--- src/rtl/cache_port_arbiter_if.sv ---
// Shared req/gnt/rvalid memory port bundle.
// Used on both the master side and the cache side.
interface cache_port_arbiter_if;
  logic        req;
  logic [31:0] addr;
  logic        we;
  logic [3:0]  be;
  logic [31:0] wdata;
  logic        gnt;
  logic        rvalid;
  logic [31:0] rdata;

  modport master (
    output req, addr, we, be, wdata,
    input  gnt, rvalid, rdata
  );

  modport slave (
    input  req, addr, we, be, wdata,
    output gnt, rvalid, rdata
  );

  modport slave_ro (
    input  req, addr,
    output gnt, rvalid, rdata
  );
endinterface

--- src/rtl/cache_port_arbiter.sv ---
// Two-master arbiter in front of the single cache port.
// One outstanding transaction; responses go to the owner.
module cache_port_arbiter #(
  parameter int ARB_MODE     = 0,
  parameter int STARVE_LIMIT = 4
) (
  input  logic                    clk,
  input  logic                    reset,
  cache_port_arbiter_if.slave_ro  m0,
  cache_port_arbiter_if.slave     m1,
  cache_port_arbiter_if.master    c
);

  localparam logic [3:0] LIMIT = 4'(STARVE_LIMIT);

  typedef enum logic [1:0] {
    IDLE,
    ISSUE,
    WAIT
  } state_e;

  state_e      state_q, state_d;
  logic        sel_q, sel_d;
  logic        last_q, last_d;
  logic [3:0]  starve_q, starve_d;
  logic [31:0] addr_q, addr_d;
  logic        we_q, we_d;
  logic [3:0]  be_q, be_d;
  logic [31:0] wdata_q, wdata_d;

  logic any_req;
  logic rsp;
  logic last_eff;
  logic win;
  logic arb_en;

  assign any_req = m0.req | m1.req;
  assign rsp     = (state_q == WAIT) & c.rvalid;
  // The rvalid cycle arbitrates as if last were
  // already updated to the finishing owner.
  assign last_eff = rsp ? sel_q : last_q;

  // Pick the winner among current requesters (1 = M1).
  always_comb begin
    win = m1.req;
    if (m0.req && m1.req) begin
      if (ARB_MODE == 0) win = ~last_eff;
      else               win = (starve_q != LIMIT);
    end
  end

  // Next-state, winner capture and fairness state.
  always_comb begin
    state_d  = state_q;
    sel_d    = sel_q;
    last_d   = last_q;
    starve_d = starve_q;
    addr_d   = addr_q;
    we_d     = we_q;
    be_d     = be_q;
    wdata_d  = wdata_q;
    arb_en   = 1'b0;
    unique case (state_q)
      IDLE: arb_en = any_req;
      ISSUE: begin
        if (c.gnt) state_d = WAIT;
      end
      WAIT: begin
        if (c.rvalid) begin
          last_d  = sel_q;
          arb_en  = any_req;
          state_d = IDLE;
        end
      end
      default: state_d = IDLE;
    endcase
    if (arb_en) begin
      state_d = ISSUE;
      sel_d   = win;
      if (win) begin
        addr_d  = m1.addr;
        we_d    = m1.we;
        be_d    = m1.be;
        wdata_d = m1.wdata;
        if (m0.req && starve_q != 4'hF)
          starve_d = starve_q + 4'd1;
      end else begin
        addr_d   = m0.addr;
        we_d     = 1'b0;
        be_d     = 4'hF;
        wdata_d  = 32'h0;
        starve_d = 4'd0;
      end
    end
  end

  // State and latched request registers.
  always_ff @(posedge clk or posedge reset) begin
    if (reset) begin
      state_q  <= IDLE;
      sel_q    <= 1'b0;
      last_q   <= 1'b1;
      starve_q <= 4'd0;
      addr_q   <= 32'h0;
      we_q     <= 1'b0;
      be_q     <= 4'h0;
      wdata_q  <= 32'h0;
    end else begin
      state_q  <= state_d;
      sel_q    <= sel_d;
      last_q   <= last_d;
      starve_q <= starve_d;
      addr_q   <= addr_d;
      we_q     <= we_d;
      be_q     <= be_d;
      wdata_q  <= wdata_d;
    end
  end

  assign c.req   = (state_q == ISSUE);
  assign c.addr  = addr_q;
  assign c.we    = we_q;
  assign c.be    = be_q;
  assign c.wdata = wdata_q;

  assign m0.gnt    = c.req & c.gnt & ~sel_q;
  assign m1.gnt    = c.req & c.gnt & sel_q;
  assign m0.rvalid = rsp & ~sel_q;
  assign m1.rvalid = rsp & sel_q;
  assign m0.rdata  = c.rdata;
  assign m1.rdata  = c.rdata;

endmodule

--- src/flat_wrapper.sv ---
// flat-port wrapper written by rule: the top's interface ports become plain ports
module cache_port_arbiter_flat 
#(
  parameter int ARB_MODE     = 0,
  parameter int STARVE_LIMIT = 4
)
  (clk, reset, m0_req, m0_addr, m0_gnt, m0_rvalid, m0_rdata, m1_req, m1_addr, m1_we, m1_be, m1_wdata, m1_gnt, m1_rvalid, m1_rdata, c_req, c_addr, c_we, c_be, c_wdata, c_gnt, c_rvalid, c_rdata);
  cache_port_arbiter_if m0_i ();
  cache_port_arbiter_if m1_i ();
  cache_port_arbiter_if c_i ();
  input  logic clk;
  input  logic reset;
  input wire logic [$bits(m0_i.req)-1:0] m0_req;
  input wire logic [$bits(m0_i.addr)-1:0] m0_addr;
  output wire logic [$bits(m0_i.gnt)-1:0] m0_gnt;
  output wire logic [$bits(m0_i.rvalid)-1:0] m0_rvalid;
  output wire logic [$bits(m0_i.rdata)-1:0] m0_rdata;
  input wire logic [$bits(m1_i.req)-1:0] m1_req;
  input wire logic [$bits(m1_i.addr)-1:0] m1_addr;
  input wire logic [$bits(m1_i.we)-1:0] m1_we;
  input wire logic [$bits(m1_i.be)-1:0] m1_be;
  input wire logic [$bits(m1_i.wdata)-1:0] m1_wdata;
  output wire logic [$bits(m1_i.gnt)-1:0] m1_gnt;
  output wire logic [$bits(m1_i.rvalid)-1:0] m1_rvalid;
  output wire logic [$bits(m1_i.rdata)-1:0] m1_rdata;
  output wire logic [$bits(c_i.req)-1:0] c_req;
  output wire logic [$bits(c_i.addr)-1:0] c_addr;
  output wire logic [$bits(c_i.we)-1:0] c_we;
  output wire logic [$bits(c_i.be)-1:0] c_be;
  output wire logic [$bits(c_i.wdata)-1:0] c_wdata;
  input wire logic [$bits(c_i.gnt)-1:0] c_gnt;
  input wire logic [$bits(c_i.rvalid)-1:0] c_rvalid;
  input wire logic [$bits(c_i.rdata)-1:0] c_rdata;
  assign m0_i.req = m0_req;
  assign m0_i.addr = m0_addr;
  assign m0_gnt = m0_i.gnt;
  assign m0_rvalid = m0_i.rvalid;
  assign m0_rdata = m0_i.rdata;
  assign m1_i.req = m1_req;
  assign m1_i.addr = m1_addr;
  assign m1_i.we = m1_we;
  assign m1_i.be = m1_be;
  assign m1_i.wdata = m1_wdata;
  assign m1_gnt = m1_i.gnt;
  assign m1_rvalid = m1_i.rvalid;
  assign m1_rdata = m1_i.rdata;
  assign c_req = c_i.req;
  assign c_addr = c_i.addr;
  assign c_we = c_i.we;
  assign c_be = c_i.be;
  assign c_wdata = c_i.wdata;
  assign c_i.gnt = c_gnt;
  assign c_i.rvalid = c_rvalid;
  assign c_i.rdata = c_rdata;
  cache_port_arbiter #(.ARB_MODE(ARB_MODE), .STARVE_LIMIT(STARVE_LIMIT)) u_core (.clk(clk), .reset(reset), .m0(m0_i), .m1(m1_i), .c(c_i));
endmodule
--- config.mk ---
export PLATFORM = sky130hd
export DESIGN_NAME = cache_port_arbiter_flat
export DESIGN_NICKNAME = d
export VERILOG_FILES = /design/src/rtl/cache_port_arbiter_if.sv /design/src/rtl/cache_port_arbiter.sv /design/src/flat_wrapper.sv
export SDC_FILE = /design/constraint.sdc
export NUM_CORES = 1
export LEC_CHECK = 0
export CORE_ASPECT_RATIO = 0.6
export CORE_MARGIN = 1
export CORE_UTILIZATION = 35
export CTS_CLUSTER_SIZE = 8
export DETAILED_ROUTE_END_ITERATION = 8
export PLACE_DENSITY_LB_ADDON = 0.3
export SLEW_MARGIN = 20
export SYNTH_ARGS = -nofsm -noshare
export SYNTH_HDL_FRONTEND = slang
export SYNTH_SLANG_ARGS = --single-unit
export TNS_END_PERCENT = 30
--- constraint.sdc ---
create_clock -name clk -period 2.96 [get_ports clk]
set_clock_uncertainty 0.05 [all_clocks]
set_input_delay 0.592 -clock clk [delete_from_list [all_inputs] [get_ports clk]]
set_output_delay 0.592 -clock clk [all_outputs]
set_load 0.1 [all_outputs]
==> metrics.md <==
| Metric | Value |
|---|---|
| Crit. path cell count | 4 |
| Worst-Margin Slew | around 0.74 ns |
| CP endpoint kind | output port |
| Outcome | finished clean |
| Post-synthesis average cell area | 8.68 um2 |
| Count of pins over their slew limit | 0 |
| Final TNS setup | 0 ns |
| Total number of vias | 3,429 |
| Vias in the first global route | 3,278 |
| Relative slew slack | 51.0% |
| CP max stage cell | clkdlybuf4s50_1 |
| Fillers | about 950 |
| Placed cell area | approximately 5000 um2 |
| GP Congestion | 0.795 |
| Rows | 28 |
| EDFF count, synth | 0 |
| Reg2reg path depth | 4 |
| Clock sinks | 73 |
| Yosys top cell by area | dfrtp_1 |
| Worst min path class | input port to asynchronous set/reset pin |
| Max cap viols | 0 |
| Post-CTS Setup Bufs | 0 |
| P&R area growth vs syn | 41.4% |
| Synthesized flop and latch total | 73 |
| Sequential area share after synthesis | 48.3% |
| Post-CTS Hold Fix Bufs | 0 |
| Yosys top cell area share | between 40% and 50% |
| Io pins | 277 |
| Crit path max-delay family | buffers and inverters |
| Die ar. | 11,200 um2 |
| Root Driver | clkbuf_16 |
| RSZ-0062 raised after global routing | false |
| Critical-path maximum fanout | 5 |
| Setup violations, final | 0 |
| Global-route wire length before repair | approximately 17 mm |
| Worst slack, placed | about 0.22 ns |
| Antenna Cells | 0 |
| Largest net degree at the start of global routing | roughly 110 |
| DR vias/cell | between 5 and 6 |
| DRC viols | 0 |
| Avg WL per Cell | between 15 and 20 um |
| Initial DRC Count | approximately 220 |
| Routed WL | ~11 mm |
| Maximum clock frequency | approximately 0.4 GHz |
| Cts repair resizes | 0 |
| Gr usage total | 19.9% |
| Port bufs | between 150 and 200 |
| Finished Cell Area | between 5000 and 6000 um2 |
| CP startpoint kind | input port |
| Initial cell density of the core | 37.2% |
| Tcrit/Tclk final | between 80 and 90% |
| Core region area | ~10,000 um2 |
| Most numerous cell in the Yosys netlist | dfrtp_1 |
| Unique masters post-synth | 27 |
| Final HPWL from detailed placement | ~7.4 mm |
| Die X | 136 um |
| Total gr overflow | 0 |
| CTS tree | done |
| Final ANT Viol Nets | 0 |
| Ys async rst share | between 90% and 100% |
| Synth Instances | 436 |
| Cell Chain, Critical Path | clkdlybuf4s50_1 > and3b_1 > nor2b_1 > buf_12 |
| Synth cell count leaders | 72 x dfrtp_1, 65 x buf_4, 55 x o21ai_0 |
| Share of layout cells above drive strength 1 | 19.5% |
| Worst Setup Slack, final | 0.393 ns |
| Crit path kind | input port to output port |
| Min Tclk post-route | ~2.6 ns |
| Worst path bufs/invs | 2 |
| Top FF cell, synth | dfrtp_1 |
| CTS max path bufs | 2 |
| Worst EP arrival | a little under 2 ns |
| Max incr delay on CP | ~0.50 ns |
| Final nets | a little under 700 |
| Initial antenna violation count | 0 |
| Pre-antenna DRT Iters | 4 |
| Top area cells in the synthesized netlist | dfrtp_1 48%, buf_4 13%, o21ai_0 7.3%, a31oi_1 5.3%, nand3_1 4.4% |
| Syn. warnings | 0 |
| Netlist Area Pre-Place | between 3000 and 4000 um2 |
| Clock latency on the worst-skew pair | 0.33 ns |
| Number of CTS-inserted buffers | 9 |
| Die height | just over 80 um |
| H-Tree Level Count | 3 |
| Final Hold Viols | 0 |
| Synth Net Count | 575 |
| WP data required | about 2.3 ns |
| Clock slew at reported path FFs | 0.05 ns |
cells in the final DEF, fill, tap and decap left out:
cell type / count
mux2_4: 1
inv_2: 1
clkbuf_8: 1
buf_12: 6
nand2b_1: 1
a21oi_1: 32
and2_1: 1
clkdlybuf4s50_1: 105
clkbuf_16: 9
mux2_2: 1
a31oi_1: 32
nand3_1: 33
or3_4: 1
clkinv_2: 3
nor2b_1: 2
buf_2: 1
nor2_1: 34
nand2_1: 40
bufinv_16: 1
inv_1: 1
dfstp_2: 1
nor2_2: 1
nor3_1: 4
nor2b_2: 1
and3b_1: 1
buf_4: 75
o21ai_0: 55
clkbuf_1: 3
mux2i_4: 1
and3_1: 1
o21ai_1: 16
dfrtp_1: 72
a22o_1: 1
nor3_2: 1
flip-flops by register name, indices dropped and copies added, names as in the netlist:
| register | flops |
|---|---|
| u_core.c.we | 1 |
| u_core.sel_q | 1 |
| u_core.last_q | 1 |
| u_core.c.addr | 32 |
| u_core.c.wdata | 32 |
| u_core.c.be | 4 |
| u_core.state_q | 2 |
area by class of cell:
class | count | area [um2] | area share, %
tap | 135 | 169 | 3.16
timing repair buffer | 187 | 1740 | 32.5
clock inverter | 3 | 40.0 | 0.748
clock buffer | 13 | 250 | 4.68
sequential | 73 | 1830 | 34.2
multi-input combinational | 260 | 1310 | 24.5
inverter | 3 | 12.5 | 0.234
per-layer routing:
layer  wire [um]  up-vias  track usage [%]  share of wire (%)
li1            -     1627                -                  -
met1        4900     1604             26.2                 45
met5           0        -                0                  0
met2        4780      186             30.2                 44
met3        1160       12             8.36                 11
met4          98        0             4.89               0.90
stage by stage:
step                      hold WS, ns  instances  util [%]
after detailed placement        0.421        658      49.8
after CTS                       0.422        674      52.7
after global routing            0.442        674      52.7
after global placement          0.415        658      49.8
after floorplan                 0.430        436         -
final                           0.428        674      52.7
logic make-up (layout without fill, tap and decap cells):
| logic type | Yosys count | in the layout | share of synthesized area, % |
|---|---|---|---|
| buf+inv | 103 | 206 | 17.4 |
| mux | 3 | 3 | 1.29 |
| compound gates | 136 | 136 | 19.1 |
| simple gates | 121 | 121 | 13.9 |
| flops | 73 | 73 | 48.3 |
path summary, 6_finish.rpt:
| check | startpoint | end | slack [ns] |
|---|---|---|---|
| max in group asynchronous | reset | u_core.c.addr[9] | 1.73 |
| max reg2reg | u_core.state_q[0] | u_core.c.addr[0] | 0.83 |
| min in group clk | u_core.c.wdata[12] | u_core.c.wdata[12] | 0.43 |
| min | reset | u_core.c.wdata[6] | 0.43 |
| max | c_rvalid | m0_rvalid | 0.39 |
| min reg2reg | u_core.c.wdata[12] | u_core.c.wdata[12] | 0.43 |
Power is not shown: default switching activity piles up to over one toggle a cycle in this logic, so the estimate is an artifact.
